**src/rtl/ay_seq_pkg.sv**
```systemverilog
// -----------------------------------------------------------------------------
// ay_seq_pkg
// Shared constants and types for the AY-3-8913 frame sequencer.
//   NUM_REGS : number of PSG registers mirrored in the shadow frame buffer
//   IDX_W    : width of a PSG register index
//   LAST_IDX : last register visited by a scan (envelope shape register)
//   state_e  : sequencer state (IDLE waiting for a frame tick, SCAN streaming)
// -----------------------------------------------------------------------------
package ay_seq_pkg;

  localparam int NUM_REGS = 14;
  localparam int IDX_W    = 4;

  localparam logic [IDX_W-1:0] LAST_IDX = IDX_W'(NUM_REGS - 1);

  typedef enum logic {
    IDLE = 1'b0,
    SCAN = 1'b1
  } state_e;

endpackage : ay_seq_pkg

```
**src/rtl/ay_frame_sequencer_if.sv**
```systemverilog
// -----------------------------------------------------------------------------
// ay_frame_sequencer_if
// Bus bundle between the peripheral decode, the sequencer and the PSG.
//   host_write/host_addr/host_data : direct PSG write (priority path)
//   buf_write/buf_addr/buf_data    : shadow frame buffer write
//   psg_write/psg_addr/psg_data    : arbitrated write port towards the ay8913
// Modports:
//   master : bus-decode side (drives host/buf, observes psg)
//   slave  : sequencer side (consumes host/buf, drives psg)
// -----------------------------------------------------------------------------
interface ay_frame_sequencer_if;

  logic       host_write;
  logic [3:0] host_addr;
  logic [7:0] host_data;

  logic       buf_write;
  logic [3:0] buf_addr;
  logic [7:0] buf_data;

  logic       psg_write;
  logic [3:0] psg_addr;
  logic [7:0] psg_data;

  modport master (
    output host_write, host_addr, host_data,
    output buf_write, buf_addr, buf_data,
    input  psg_write, psg_addr, psg_data
  );

  modport slave (
    input  host_write, host_addr, host_data,
    input  buf_write, buf_addr, buf_data,
    output psg_write, psg_addr, psg_data
  );

endinterface : ay_frame_sequencer_if

```
**src/rtl/ay_frame_timer.sv**
```systemverilog
// -----------------------------------------------------------------------------
// ay_frame_timer
// Programmable frame tick generator (down-counter with reload).
//   clk, rst_n   : clock, synchronous active-low reset
//   enable       : run the timer; when low the counter is held at zero
//   frame_period : clocks per frame; zero disables ticking
//   tick         : one-cycle frame tick, high while the counter sits at zero
// Because the counter idles at zero, the first tick lands on the first
// enabled cycle, then every frame_period cycles after that.
// -----------------------------------------------------------------------------
module ay_frame_timer #(
  parameter int PERIOD_W = 24
) (
  input  logic                clk,
  input  logic                rst_n,
  input  logic                enable,
  input  logic [PERIOD_W-1:0] frame_period,
  output logic                tick
);

  logic [PERIOD_W-1:0] count_q, count_d;
  logic                running;

  assign running = enable && (frame_period != '0);
  assign tick    = running && (count_q == '0);

  // NOTE: always_comb gives every output a default first so no path can
  // leave count_d unassigned and infer a latch.
  always_comb begin
    count_d = '0;
    if (running) begin
      if (count_q == '0) count_d = frame_period - 1'b1;
      else               count_d = count_q - 1'b1;
    end
  end

  always_ff @(posedge clk) begin
    if (!rst_n) count_q <= '0;
    else        count_q <= count_d;
  end

endmodule : ay_frame_timer

```
**src/rtl/ay_frame_sequencer.sv**
```systemverilog
// -----------------------------------------------------------------------------
// ay_frame_sequencer
// Autonomous register-frame player for the ay8913 write port. The host fills
// a 14-entry shadow buffer; on each frame tick only the registers written
// since the last scan ("dirty") are streamed into the PSG, one per cycle.
// Direct host writes share the PSG port and always win arbitration.
// Ports:
//   clk, rst_n   : clock, synchronous active-low reset
//   bus (slave)  : host direct write, shadow buffer write, PSG write port
//   enable       : frame playback enable
//   frame_period : clocks per frame (0 = no ticks)
//   overrun_clr  : clears the sticky overrun flag
//   busy         : high while scanning
//   frame_done   : one-cycle pulse after the last register of a scan
//   overrun      : sticky, a tick arrived while a scan was still running
// All outputs are registered: psg_* follow the arbitration decision by one
// cycle and hold address/data when no write is issued.
// -----------------------------------------------------------------------------
module ay_frame_sequencer
  import ay_seq_pkg::*;
#(
  parameter int PERIOD_W = 24
) (
  input  logic                 clk,
  input  logic                 rst_n,
  ay_frame_sequencer_if.slave  bus,
  input  logic                 enable,
  input  logic [PERIOD_W-1:0]  frame_period,
  input  logic                 overrun_clr,
  output logic                 busy,
  output logic                 frame_done,
  output logic                 overrun
);

  // ---------------------------------------------------------------------------
  // Frame timer
  // ---------------------------------------------------------------------------
  logic tick;

  ay_frame_timer #(
    .PERIOD_W (PERIOD_W)
  ) u_timer (
    .clk          (clk),
    .rst_n        (rst_n),
    .enable       (enable),
    .frame_period (frame_period),
    .tick         (tick)
  );

  // ---------------------------------------------------------------------------
  // Shadow buffer and dirty tracking
  // ---------------------------------------------------------------------------
  logic [7:0]          shadow_q [NUM_REGS];
  logic [NUM_REGS-1:0] dirty_q, dirty_d;
  logic [NUM_REGS-1:0] dirty_set, dirty_clr;

  state_e              state_q;
  logic [IDX_W-1:0]    idx_q;

  logic                buf_hit;
  logic                stream;

  // Indices 14 and 15 have no shadow entry and are silently dropped.
  assign buf_hit = bus.buf_write && (bus.buf_addr < IDX_W'(NUM_REGS));

  // A shadow entry is streamed only when no host write contends for the port.
  assign stream  = (state_q == SCAN) && !bus.host_write && dirty_q[idx_q];

  // Set beats clear: a buffer write landing on the entry being streamed keeps
  // it dirty so the new value goes out on the next frame.
  always_comb begin
    dirty_set = '0;
    dirty_clr = '0;
    if (buf_hit) dirty_set[bus.buf_addr] = 1'b1;
    if (stream)  dirty_clr[idx_q]        = 1'b1;
    dirty_d = (dirty_q & ~dirty_clr) | dirty_set;
  end

  // NOTE: the shadow array is reset explicitly because a cleared buffer is
  // part of the block's defined power-up state, not just the dirty bits.
  always_ff @(posedge clk) begin
    if (!rst_n) begin
      for (int i = 0; i < NUM_REGS; i++) shadow_q[i] <= '0;
      dirty_q <= '0;
    end else begin
      if (buf_hit) shadow_q[bus.buf_addr] <= bus.buf_data;
      dirty_q <= dirty_d;
    end
  end

  // ---------------------------------------------------------------------------
  // Sequencer FSM with registered outputs
  // ---------------------------------------------------------------------------
  logic       psg_write_q;
  logic [3:0] psg_addr_q;
  logic [7:0] psg_data_q;
  logic       busy_q;
  logic       frame_done_q;
  logic       overrun_q;

  // NOTE: sequential state uses non-blocking assignments only; the defaults
  // at the top of the block are overridden later in the same cycle, which is
  // well defined because the last non-blocking write wins.
  always_ff @(posedge clk) begin
    if (!rst_n) begin
      state_q      <= IDLE;
      idx_q        <= '0;
      psg_write_q  <= 1'b0;
      psg_addr_q   <= '0;
      psg_data_q   <= '0;
      busy_q       <= 1'b0;
      frame_done_q <= 1'b0;
      overrun_q    <= 1'b0;
    end else begin
      psg_write_q  <= 1'b0;
      frame_done_q <= 1'b0;

      // Write port arbitration: host first, then the streamed shadow entry.
      if (bus.host_write) begin
        psg_write_q <= 1'b1;
        psg_addr_q  <= bus.host_addr;
        psg_data_q  <= bus.host_data;
      end else if (stream) begin
        psg_write_q <= 1'b1;
        psg_addr_q  <= idx_q;
        psg_data_q  <= shadow_q[idx_q];
      end

      unique case (state_q)
        IDLE: begin
          if (tick) begin
            state_q <= SCAN;
            idx_q   <= '0;
            busy_q  <= 1'b1;
          end
        end
        SCAN: begin
          // A contending host write stalls the scan on the current index.
          if (!bus.host_write) begin
            if (idx_q == LAST_IDX) begin
              state_q      <= IDLE;
              idx_q        <= '0;
              busy_q       <= 1'b0;
              frame_done_q <= 1'b1;
            end else begin
              idx_q <= idx_q + 1'b1;
            end
          end
        end
        default: begin
          state_q <= IDLE;
          busy_q  <= 1'b0;
        end
      endcase

      // Ticks arriving mid-scan are dropped but flagged; a set beats a clear.
      if ((state_q == SCAN) && tick) overrun_q <= 1'b1;
      else if (overrun_clr)          overrun_q <= 1'b0;
    end
  end

  assign bus.psg_write = psg_write_q;
  assign bus.psg_addr  = psg_addr_q;
  assign bus.psg_data  = psg_data_q;
  assign busy          = busy_q;
  assign frame_done    = frame_done_q;
  assign overrun       = overrun_q;

endmodule : ay_frame_sequencer

```
**src/flat_wrapper.sv**
```systemverilog
// flat-port wrapper written by rule: the top's interface ports become plain ports
module ay_frame_sequencer_flat import ay_seq_pkg::*;
#(
  parameter int PERIOD_W = 24
)
  (clk, rst_n, enable, frame_period, overrun_clr, busy, frame_done, overrun, bus_host_write, bus_host_addr, bus_host_data, bus_buf_write, bus_buf_addr, bus_buf_data, bus_psg_write, bus_psg_addr, bus_psg_data);
  ay_frame_sequencer_if bus_i ();
  input  logic clk;
  input  logic rst_n;
  input  logic enable;
  input  logic [PERIOD_W-1:0] frame_period;
  input  logic overrun_clr;
  output logic busy;
  output logic frame_done;
  output logic overrun;
  input wire logic [$bits(bus_i.host_write)-1:0] bus_host_write;
  input wire logic [$bits(bus_i.host_addr)-1:0] bus_host_addr;
  input wire logic [$bits(bus_i.host_data)-1:0] bus_host_data;
  input wire logic [$bits(bus_i.buf_write)-1:0] bus_buf_write;
  input wire logic [$bits(bus_i.buf_addr)-1:0] bus_buf_addr;
  input wire logic [$bits(bus_i.buf_data)-1:0] bus_buf_data;
  output wire logic [$bits(bus_i.psg_write)-1:0] bus_psg_write;
  output wire logic [$bits(bus_i.psg_addr)-1:0] bus_psg_addr;
  output wire logic [$bits(bus_i.psg_data)-1:0] bus_psg_data;
  assign bus_i.host_write = bus_host_write;
  assign bus_i.host_addr = bus_host_addr;
  assign bus_i.host_data = bus_host_data;
  assign bus_i.buf_write = bus_buf_write;
  assign bus_i.buf_addr = bus_buf_addr;
  assign bus_i.buf_data = bus_buf_data;
  assign bus_psg_write = bus_i.psg_write;
  assign bus_psg_addr = bus_i.psg_addr;
  assign bus_psg_data = bus_i.psg_data;
  ay_frame_sequencer #(.PERIOD_W(PERIOD_W)) u_core (.clk(clk), .rst_n(rst_n), .bus(bus_i), .enable(enable), .frame_period(frame_period), .overrun_clr(overrun_clr), .busy(busy), .frame_done(frame_done), .overrun(overrun));
endmodule
```
**config.mk**
```make
export PLATFORM = sky130hd
export DESIGN_NAME = ay_frame_sequencer_flat
export DESIGN_NICKNAME = d
export VERILOG_FILES = /design/src/rtl/ay_seq_pkg.sv /design/src/rtl/ay_frame_sequencer_if.sv /design/src/rtl/ay_frame_timer.sv /design/src/rtl/ay_frame_sequencer.sv /design/src/flat_wrapper.sv
export SDC_FILE = /design/constraint.sdc
export NUM_CORES = 1
export LEC_CHECK = 0
export BUFFER_PORTS_ARGS = -buffer_cell sky130_fd_sc_hd__buf_2
export CORE_UTILIZATION = 35
export DETAILED_ROUTE_END_ITERATION = 12
export HOLD_SLACK_MARGIN = 0.08
export PLACE_DENSITY_LB_ADDON = 0.3
export SLEW_MARGIN = 20
export SYNTH_ARGS = -nofsm -noshare
export SYNTH_HDL_FRONTEND = slang
export SYNTH_SLANG_ARGS = --single-unit
```
**constraint.sdc**
```tcl
create_clock -name clk -period 6.73 [get_ports clk]
set_input_delay 1.6825 -clock clk [delete_from_list [all_inputs] [get_ports clk]]
set_output_delay 1.6825 -clock clk [all_outputs]
set_load 0.02 [all_outputs]
```
# --- Word-level counts from Yosys, hierarchy flattened ---
# Memories as Yosys holds them, arrays and structs flattened. A register that Yosys moved wholly into a read port is not among the register bits.
# Cells that the tools add are included.
totals:
  memories: 1
  output_inout_bits: 16
  ram_bits: 112
  in_bits: 54
  wordCells: 85
  register_bits: 59
op_classes:
  n_reduce_logical: 18
  bitwise: 5
  n_lt_le_gt_ge: 5
  n_eq_ne: 4
  addsub: 3
  muxes: 39
memory_table:
  columns: ["name", "depth", "width", "rd", "rd_clocked_by_memory_dff", "wr", "line", "source"]
  rows:
  - ["u_core.shadow_q", 14, 8, 1, 1, 14, "ay_frame_sequencer.sv:53", "logic [7:0] shadow_q [NUM_REGS];"]
op_table:
  columns: ["cell", "count"]
  rows:
  - ["$sub 24x1->24 const B", 2]
  - ["$mux 4", 8]
  - ["$mux 14", 2]
  - ["$logic_not 24->1", 1]
  - ["$mux 24", 1]
  - ["$mux 8", 3]
  - ["$reduce_bool 24->1", 1]
  - ["$mux 1", 19]
  - ["$and 14x14->14", 1]
  - ["$not 14->14", 1]
  - ["$or 14x14->14", 1]
  - ["$lt 4x5->1 const B", 2]
  - ["$demux 1 s4", 2]
  - ["$ge 4x1->1 const B", 2]
  - ["$logic_and 1x1->1", 8]
  - ["$pmux 4 s2", 1]
  - ["$reduce_or 8->1", 1]
  - ["$add 4x1->4 const B", 1]
  - ["$bmux 1 s4", 1]
  - ["$eq 4x4->1 const B", 1]
  - ["$lt 4x4->1 const B", 1]
  - ["$ne 2x2->1 const B", 2]
  - ["$pmux 1 s2", 2]
  - ["$reduce_and 2->1", 2]
  - ["6 further kinds", 8]

# --- Depth between registers and ports, before layout ---
# Gate-level depths: netlist of run 1.
logic_depth:
  word_depth: 8
  depth_mapped: 15
  mapped_depth_nobuf: 11

# --- By module ---
# A second synthesis of run 1 with hierarchy kept.
unflattened:
  cells_unflattened: 772
  hier_area_um2: 9161.3
modules_own_cells:
  columns: ["module", "instances", "cells_per_inst", "area_per_inst_um2", "seq_area_each_um2"]
  rows:
  - ["ay_frame_sequencer", 1, 553, 7495.9, 4624.4]
  - ["ay_frame_timer", 1, 219, 1665.3, 480.5]

# --- Least setup slack after synthesis of run 1 ---
# No wires, ideal clock.
synth_timing:
  path_type: "input port to flip-flop"
  from: "in frame_period[9]"
  to: "reg (tool-made name)"
  required_ns: 6.632
  arrival_time_ns: 3.457
  n_path_buf: 0
  setup_ns: 0.098
  cell_stages: 6
  path_slack_ns: 3.174
  cell_sequence: "or3_1 -> or4_1 -> o31a_1 -> and2_1 -> nor2b_2 -> o31ai_1"
synth_rtl:
  columns: ["element", "line", "source"]
  rows:
  - ["start, declared", "flat_wrapper.sv:11", "input logic [PERIOD_W-1:0] frame_period;"]

# --- Final worst setup path of run 1 ---
layout_timing:
  from: "in frame_period[9]"
  to: "reg u_core.u_timer.count_q[21]"
layout_between:
  elab_chain_cells: 3
  elab_cells_between_ends: 5
  cone_classes: "add/sub: 1; mux: 1; reduce/logical: 3"
layout_lines:
  columns: ["element", "line", "source"]
  rows:
  - ["branches (longest 3 deep; another with $sub 24x1->24)", null, null]
  - ["end signal, assigned", "ay_frame_timer.sv:39", "else count_q <= count_d;"]
  - ["end, declared", "ay_frame_timer.sv:21", "logic [PERIOD_W-1:0] count_q, count_d;"]
# Several ways; the timed one is not identified.
# A chain may end at the register's enable or synchronous reset.

==> results of run 1 <==
-- flip-flops by register name, summed over array words and instances, names as in the netlist, named ones only --
register                count
u_core.u_timer.count_q     24
u_core.shadow_q           128
u_core.bus.psg_addr         4
u_core.overrun              1
u_core.bus.psg_write        1
u_core.bus.psg_data         8
u_core.busy                 1
u_core.dirty_q             14
u_core.state_q              1
u_core.frame_done           1
u_core.idx_q                4
-- worst max path at each step --
| stage | depth (start not counted) | endpoint |
|---|---|---|
| CTS | 7 | u_core.u_timer.count_q[21] |
| finish | 7 | u_core.u_timer.count_q[21] |
| global route | 7 | u_core.u_timer.count_q[21] |
| global placement | 7 | u_core.u_timer.count_q[21] |
| detailed placement | 7 | u_core.u_timer.count_q[21] |
| floorplan | 6 | flop |
-- where the power goes --
part	leakage (nW)	internal (mW)	total [mW]	switching, mW
Combinational	1.66	0.613	1.47	0.861
Sequential	1.74	1.38	1.50	0.121
Clock	0.280	0.497	0.983	0.486
Total	3.68	2.49	3.96	1.47
-- cell usage in the layout, fill, tap and decap left out, types with 3 or more instances in the layout --
cell	synthesis	final
nand4_1	9	9
o211ai_1	8	8
or3_1	13	13
a211oi_1	3	3
a31oi_1	6	6
o221ai_1	6	6
o21ai_0	24	22
and3_1	19	19
nor4_1	15	15
buf_2	8	69
nor2_1	54	54
and2_1	101	101
nor4_2	3	3
nor3_1	23	22
nor2b_1	5	5
nand2b_1	11	11
xnor2_1	4	4
dfxtp_1	63	62
inv_6	0	4
o311ai_0	6	6
mux2i_1	10	10
nand2_1	38	38
inv_1	10	10
a31o_2	6	6
a21oi_1	34	34
edfxtp_1	128	128
clkinv_4	0	4
o31ai_1	4	4
nand3_1	16	16
clkbuf_16	0	17
mux4_2	41	41
nor3b_1	3	3
or4_1	3	3
buf_4	0	14
conb_1	1	16
-- per-layer routing --
metal | share of wire (%) | track usage, % | up-vias
li1 | - | - | 3020
met1 | 47 | 25.3 | 3146
met2 | 46 | 27.1 | 201
met3 | 5.8 | 3.15 | 20
met4 | 1.2 | 5.64 | 0
met5 | 0 | 0 | -
-- layout make-up --
| cell class | count | area (um^2) | share of cell area (%) |
|---|---|---|---|
| clock inverter | 13 | 141 | 1.36 |
| sequential | 191 | 5110 | 49.0 |
| tap | 330 | 413 | 3.96 |
| clock buffer | 19 | 433 | 4.16 |
| timing repair buffer | 83 | 450 | 4.32 |
| multi-input combinational | 526 | 3830 | 36.8 |
| inverter | 11 | 41.3 | 0.396 |
-- cell usage after synthesis (3+ instances only) --
library cell    n  share of area (%)
nand4_1         9               0.62
edfxtp_1      128                 42
o31ai_1         4               0.33
a31o_2          6               0.58
or4_1           3               0.25
nor3_1         23                1.3
a211oi_1        3               0.25
and3_1         19                1.3
nor3b_1         3               0.25
nor2b_1         5               0.34
mux2i_1        10                1.1
nor4_2          3               0.41
nor4_1         15                1.0
or3_1          13               0.89
nand2_1        38                1.6
dfxtp_1        63                 14
nand2b_1       11               0.75
xnor2_1         4               0.38
o311ai_0        6               0.58
mux4_2         41                 10
a31oi_1         6               0.41
nand3_1        16               0.88
buf_2           8               0.44
nor2_1         54                2.2
a21oi_1        34                1.9
o21ai_0        24                1.3
and2_1        101                6.9
clkbuf_1       35                1.4
o221ai_1        6               0.58
o211ai_1        8               0.66
inv_1          10               0.41
-- critical path, delay by kind of cell --
family,cells,cell delay (ns)
buf+inv,1,0.13
compound gates,1,0.34
mux,1,0.29
simple gates,4,1.74
-- metrics by stage --
step	setup WS (ns)	total power [mW]	std cells	hold slack (ns)	util (%)
after floorplan	3.17	2.72	774	0.456	-
after global placement	2.46	2.98	1141	0.430	38.7
after detailed placement	2.41	2.98	1141	0.433	38.8
after CTS	2.86	3.97	1173	0.444	41.0
after global routing	2.67	4.19	1173	0.463	41.0
final	2.87	3.96	1173	0.444	41.0
-- logic make-up (layout without fill, tap and decap cells) --
kind of cell,Yosys count,count (layout)
adders and majority gates,1,1
xor gates and xnor gates,6,6
muxes,52,52
DFF,191,191
buffers and inverters,57,126
and+or+nand+nor,327,327
AOI/OAI and AO/OA,124,124
other,1,16
==> results.cfg, run 1 <==
[synth]
seq_area_frac_synth_pct = 55.9
syn_inst = 759
synth-async-reset-ratio_pct = 0
ys.flop_type = edfxtp_1
synth_compound_area_share_pct = 9.10
synth_xor_area_share_pct = 0.575
ys_warn_count = 0
synth_seq_cells = 191
synthSimpleGateAreaFrac_pct = 20.1
synth_edf_count = 128
synth_top_family_by_area = simple AND/OR/NAND/NOR gates
synth_adder_area_share_pct = 0.137
avgSynthCellArea_um2 = 12.0
ys_types = 69
synthMuxAreaShare_pct = 11.3
synth_area_mm2 = 0.00913

[worst_setup_path]
start_kind = input port
r2r_slack_ns = 3.23
worstPathCellList = buf_2 -> or3_1 -> or4_1 -> o31a_1 -> nand2_1 -> nor2_1 -> mux2_2
arrival_ns = 4.18
crit_path_end_kind = flop
crit-reg2reg-launch = u_core.u_timer.count_q[6]
worstReg2RegEnd = u_core.u_timer.count_q[20]
critPathKind = in -> reg
r2r.worst_path.cells = 11
critPathRequiredTime_ns = 7.05
worstSetupStartpoint = frame_period[9]
cp_slowest_cell = nand2_1
path_max_fanout = 24
cpPeakStageDelay_ns = 0.69

[floorplanning]
ios = 70
die-area_mm2 = 0.0267
die_w_um = 164
rows = 58
die-height_um = 164
start_util_pct = 36.0
coreArea_mm2 = 0.0254

[min_path]
holdPathEnd = u_core.bus.psg_data[3]
hold_class = reg -> reg
worstHoldStart = u_core.bus.psg_data[3]
holdPathStages = 2

[clocking]
worstSkewPairLatency_ns = 0.43
root_buffer = clkbuf_16
cts_tree = done
htreeDepth = 4
post-cts-setup-buffer-count = 0
cts_hold_buf = 0
cts_buffer_depth = 2
cts_resized = 0
cts_made_buffers = 17
path_clk_slew_ns = 0.08
cts.sinks = 191

[sta]
fin_crit_sh_pct = 57.4
rsz0062_at_grt = false
drv_slew = 0
fmaxAchievable_mhz = 259
setup_viol = 0
fin_setup_tns_ns = 0
slew_headroom_pct = 39.1
finClkSkew_ns = 0.0127
worst_pin_slew_ns = 0.905
hold_viol = 0
period_needed_ns = 3.86

[placed_design]
gp_congestion = 0.897
hpwl_um = 15700
dpl-instance-area_mm2 = 0.00984
io_buffers = 69

[pwr]
ir_worst_vdd_mv = 0.278
p_leak_nw = 3.68
power_density_mw_per_mm2 = 380

[finish]
fin_area_mm2 = 0.0104
diodes = 0
area_delta_synth_final_pct = 14.1
drive_above_1_share_pct = 20.8
final.fill_count = 2471
final_nets = 885

[routing]
routed_wl_um = 22800
num_vias = 6387
postRouteAntennaNets = 0
viasPerCell = 5.45
first_pass_iters = 5
drtIter0Drc = 655
wl_per_cell_um = 19.4
drcViolationCount = 0

[global_route]
grt_util_all_layers_pct = 17.7
grt_pass1_vias = 6120
antenna_found_initial = 0
grt_max_degree = 39
grt_overflow = 0
grt_pass1_wl_um = 35200

[status]
status = finished clean

[run]
cap_violations = 0
Power figures use the tool's default switching activity.
==> run 2: changes to the inputs <==
- clock period: 6.73 -> 3.6 ns (I/O delays scaled with it)
==> run 2 against run 1 <==
Net effect: combinational power increased by 98%; global-route usage increased by 0.55 points; sequential share of layout area down 0.68 points; highest routed layer unchanged; worst hold slack worse by 0.00087 ns; final area up 1.4%; worst setup slack got worse by 2.4 ns; clock power is 97% higher; largest power group is now combinational cells; utilization rose by 0.58 points; die area did not move; total power rose by 93%.
==> results.cfg, run 2 (synthesis gave the netlist of run 1 again) <==
[min_path]
hold_class = reg -> reg

[placed_design]
gp_congestion = 0.859
dpl-instance-area_mm2 = 0.00995
hpwl_um = 15900
io_buffers = 69

[pwr]
internal_power_mw = 4.82
seqPwrFrac_pct = 36.4
switching_power_mw = 2.81
p_comb_share_pct = 38.2
power_density_mw_per_mm2 = 721
power_mw = 7.62
switching_share_pct = 36.8
ir_worst_vdd_mv = 0.549
p_leak_nw = 3.76
clockPowerShare_pct = 25.4

[sta]
finClkSkew_ns = 0.0102
setup_viol = 0
worst_pin_slew_ns = 0.878
fmaxAchievable_mhz = 322
hold_viol = 0
rsz0062_at_grt = false
fin_crit_sh_pct = 86.2
fin_setup_tns_ns = 0
slew_headroom_pct = 41.3
drv_slew = 0
hold_slack_ns = 0.443
period_needed_ns = 3.10

[clocking]
root_buffer = clkbuf_16
cts.sinks = 191
cts_made_buffers = 17
cts_buffer_depth = 2
cts_hold_buf = 0
post-cts-setup-buffer-count = 0
cts_resized = 0
worstSkewPairLatency_ns = 0.43
path_clk_slew_ns = 0.07
htreeDepth = 4
cts_tree = done

[global_route]
grt.met1_usage_pct = 25.9
grt_overflow = 0
grt_util_all_layers_pct = 18.2
grt_use_met3_pct = 3.68
busiest_layer = met2
grt_pass1_wl_um = 36100
grt_max_degree = 52
grtUsageMet2_pct = 28.0
grt_pass1_vias = 6139
antenna_found_initial = 0

[floorplanning]
ios = 70
rows = 58
die-area_mm2 = 0.0267
coreArea_mm2 = 0.0254
die_w_um = 164
die-height_um = 164
start_util_pct = 36.0

[finish]
largest_register = u_core.shadow_q
final_nets = 898
final_common_cell = edfxtp_1
fin_area_mm2 = 0.0106
final_core_util_pct = 41.6
final-seq-area_mm2 = 0.00511
final.fill_count = 2364
drive_above_1_share_pct = 22.1
area_delta_synth_final_pct = 15.7
diodes = 0
multiInputGateArea_mm2 = 0.00383
largest_reg_flops = 128
reg_top3 = u_core.shadow_q: 128 flops, u_core.u_timer.count_q: 24 flops, u_core.dirty_q: 14 flops
mostFrequentLayoutCells = edfxtp_1, and2_1, buf_2

[routing]
drcViolationCount = 0
postRouteAntennaNets = 0
wl_per_cell_um = 19.6
drtIter0Drc = 596
viasPerCell = 5.40
routed_wl_um = 23200
num_vias = 6399
first_pass_iters = 5

[worst_setup_path]
start_kind = flop
critPathKind = reg -> reg
critPathRequiredTime_ns = 3.97
path_max_fanout = 12
arrival_ns = 3.47
crit_path_end_kind = flop

[status]
status = finished clean

[run]
cap_violations = 0
-- run 2: cell count changes in the layout (fill, tap and decap cells not counted), sizes merged --
cell      change
bufinv        +1
clkbuf        -2
buf          +13
clkinvlp      +1
clkinv        -1
inv           +1
-- run 2: power by group through the flow --
stage                     clock, mW  combinational, mW  sequential (mW)
after floorplan                   0               2.31             2.78
after global placement            0               2.88             2.82
after detailed placement          0               2.89             2.82
after CTS                      1.97               2.90             2.77
after global routing           2.06               3.25             2.81
final                          1.94               2.91             2.77
-- run 2: path summary, 6_finish.rpt --
kind	depth (start not counted)	start	slack [ns]	end
setup reg to reg	11	u_core.u_timer.count_q[11]	0.50	u_core.u_timer.count_q[12]
hold reg to reg	2	u_core.bus.psg_data[3]	0.44	u_core.bus.psg_data[3]
setup / recovery	11	u_core.u_timer.count_q[11]	0.50	u_core.u_timer.count_q[12]
hold / removal	2	u_core.bus.psg_data[3]	0.44	u_core.bus.psg_data[3]
-- run 2: layer usage --
layer  part of all wire (%)  vias to the layer above
li1                       -                     3028
met1                     46                     3113
met2                     45                      236
met3                    7.1                       22
met4                    1.2                        0
met5                      0                        -
-- run 2: cell type report --
class | count | area share, %
Sequential cell | 191 | 48.3
Multi-Input combinational cell | 526 | 36.3
Timing Repair Buffer | 96 | 5.31
Clock buffer | 17 | 4.03
Tap cell | 330 | 3.91
Clock inverter | 15 | 1.76
Inverter | 11 | 0.391
-- run 2: through the flow --
stage               worst slack (ns)  cells
global route                   0.264   1186
global placement               0.505   1154
floorplan                      0.504    774
finish                         0.496   1186
detailed placement             0.467   1154
CTS                            0.519   1186
-- run 2: worst max-delay path: stages, from the launching register on --
cell,delay [ns]
dfxtp_1,0.44
or3_1,0.32
nor4b_4,0.08
and2_4,0.19
a21oi_1,0.20
ha_1,0.34
nor4b_1,0.39
nand4_1,0.23
or4_1,0.49
nor3_1,0.15
a211oi_1,0.07
a21oi_1,0.13
==> run 3: changes to the inputs <==
- ABC_AREA: default -> 1
- CORE_UTILIZATION: 35 -> 43
==> run 3 against run 2 <==
Net effect: non-clock buffer count decreased by 12; register-to-register slack improved by 0.28 ns; clock skew decreased by 0.0035 ns; final area decreased by 0.92%; cell count increased by 20%; count of clock-buffer cells in the layout increased by 5; fmax increased by 9.9%; utilization increased by 8.2 points; critical endpoint is now u_core.u_timer.count_q[16]; largest cell class unchanged; highest routed layer unchanged.
==> results.cfg, run 3 <==
[routing]
viasPerCell = 5.38
routed_wl_um = 24300
num_vias = 7666
first_pass_iters = 5
wl_per_cell_um = 17.0
drtIter0Drc = 653
drcViolationCount = 0
postRouteAntennaNets = 0

[synth]
syn_inst = 1068
synth_adder_area_share_pct = 0.136
synth_area_mm2 = 0.00921
synthSimpleGateAreaFrac_pct = 26.4
ys_warn_count = 0
synth_top_family_by_area = simple AND/OR/NAND/NOR gates
synthTopCellsByArea = edfxtp_1, dfxtp_1, nor2_1, nand2_1, o21ai_0
synth_top_cell_by_area = edfxtp_1
synth_edf_count = 128
yosys-top-cells-count = nor2_1, nand2_1, edfxtp_1, o21ai_0, inv_1
avgSynthCellArea_um2 = 8.62
synth_seq_cells = 191
synthMuxAreaShare_pct = 0.109
synth_compound_area_share_pct = 11.6
seq_area_frac_synth_pct = 55.4
synth_top_area_share_pct = 41.7
ys.flop_type = edfxtp_1
synth_most_common_cell = nor2_1
synth-async-reset-ratio_pct = 0
synth_xor_area_share_pct = 0.190
ys_types = 41

[clocking]
cts_buffer_depth = 2
cts_hold_buf = 0
htreeDepth = 4
path_clk_slew_ns = 0.07
cts_made_buffers = 17
cts_tree = done
root_buffer = clkbuf_16
post-cts-setup-buffer-count = 0
worstSkewPairLatency_ns = 0.43
cts_resized = 0
cts.sinks = 191

[worst_setup_path]
start_kind = flop
critPathRequiredTime_ns = 3.93
crit_path_end_kind = flop
arrival_ns = 3.15
critPathKind = reg -> reg
r2r.worst_path.cells = 14
r2r_slack_ns = 0.78
path_max_fanout = 22

[finish]
reg_top3 = u_core.shadow_q: 128 flops, u_core.u_timer.count_q: 24 flops, u_core.dirty_q: 14 flops
largest_reg_flops = 128
drive_above_1_share_pct = 14.5
area_delta_synth_final_pct = 13.6
mostFrequentLayoutCells = nor2_1, nand2_1, edfxtp_1
final_common_cell = nor2_1
largest_register = u_core.shadow_q
diodes = 0
final_nets = 1193

[sta]
fin_setup_tns_ns = 0
period_needed_ns = 2.82
hold_slack_ns = 0.467
setup_viol = 0
slew_headroom_pct = 37.8
fmaxAchievable_mhz = 354
finClkSkew_ns = 0.00675
rsz0062_at_grt = false
fin_crit_sh_pct = 78.4
drv_slew = 0
worst_pin_slew_ns = 0.932
hold_viol = 0

[pwr]
seqPwrFrac_pct = 31.6
p_comb_share_pct = 44.3
switching_share_pct = 42.0
power_density_mw_per_mm2 = 792
clockPowerShare_pct = 24.1
p_leak_nw = 4.35
internal_power_mw = 4.81
ir_worst_vdd_mv = 0.542
switching_power_mw = 3.49

[run]
cap_violations = 0

[global_route]
antenna_found_initial = 0
grt_pass1_vias = 7082
grt_overflow = 0
grt_util_all_layers_pct = 23.0
grt_pass1_wl_um = 38300
grt_max_degree = 65

[floorplanning]
coreArea_mm2 = 0.0210
die-area_mm2 = 0.0220
die-height_um = 148
die_w_um = 148
ios = 70
rows = 53
start_util_pct = 43.8

[placed_design]
io_buffers = 69
hpwl_um = 16600
gp_congestion = 0.898

[min_path]
hold_class = reg -> reg
holdPathStages = 2

[status]
status = finished clean
-- run 3: final timing paths --
| check | startpoint | end |
|---|---|---|
| setup / recovery | u_core.u_timer.count_q[3] | u_core.u_timer.count_q[16] |
| hold / removal | u_core.dirty_q[8] | u_core.dirty_q[8] |
| setup reg to reg | u_core.u_timer.count_q[3] | u_core.u_timer.count_q[16] |
| hold reg to reg | u_core.dirty_q[8] | u_core.dirty_q[8] |
-- run 3: logic make-up (layout without fill, tap and decap cells) --
| kind of cell | after synthesis | in the layout |
|---|---|---|
| AOI/OAI and AO/OA | 185 | 185 |
| xor gates and xnor gates | 2 | 2 |
| adders and majority gates | 1 | 1 |
| buffers and inverters | 139 | 207 |
| DFF | 191 | 191 |
| muxes | 1 | 1 |
| other | 1 | 16 |
| and+or+nand+nor | 548 | 548 |
-- run 3: layer usage --
layer	up-vias	wire, um	GRT usage, %
li1	3731	-	-
met1	3616	10900	32.4
met2	280	11100	35.6
met3	39	1710	4.14
met4	0	474	7.94
met5	-	0	0
-- run 3: area by class of cell --
| cell class | instances | area (um^2) |
|---|---|---|
| Inverter | 91 | 342 |
| Sequential cell | 191 | 5110 |
| Clock inverter | 10 | 160 |
| Timing Repair Buffer | 84 | 458 |
| Fill cell | 1969 | 10600 |
| Clock buffer | 22 | 464 |
| Tap cell | 275 | 344 |
| Multi-Input combinational cell | 753 | 3590 |
-- run 3: worst max-delay path: stages, from the launching register on --
cell	delay, ns
dfxtp_1	0.32
nor2_2	0.14
nand2_1	0.10
nor2_4	0.10
buf_4	0.27
nand3_2	0.48
o21bai_4	0.39
inv_1	0.13
ha_1	0.22
nand2_2	0.11
nor2_4	0.06
nand2_4	0.11
nor2_4	0.05
o21ai_0	0.16
nor2_1	0.06
-- run 3: per-stage QoR --
step	cell area [um^2]	cells	worst slack, ns	util, %	total power, mW
2_1_floorplan	9270	1083	1.36	-	5.60
3_3_place_gp	9840	1394	0.761	46.8	6.27
3_5_place_dp	9840	1394	0.690	46.8	6.27
4_1_cts	10500	1426	0.788	49.8	8.27
5_1_grt	10500	1426	0.560	49.8	8.82
6_report	10500	1426	0.776	49.8	8.29
-- run 3: power groups by stage --
stage / Sequential, mW / Combinational (mW) / Clock [mW]
after global routing: 2.64 / 4.07 / 2.11
after detailed placement: 2.66 / 3.60 / 0
final: 2.62 / 3.67 / 2.00
after CTS: 2.62 / 3.63 / 2.02
after global placement: 2.66 / 3.60 / 0
after floorplan: 2.65 / 2.95 / 0
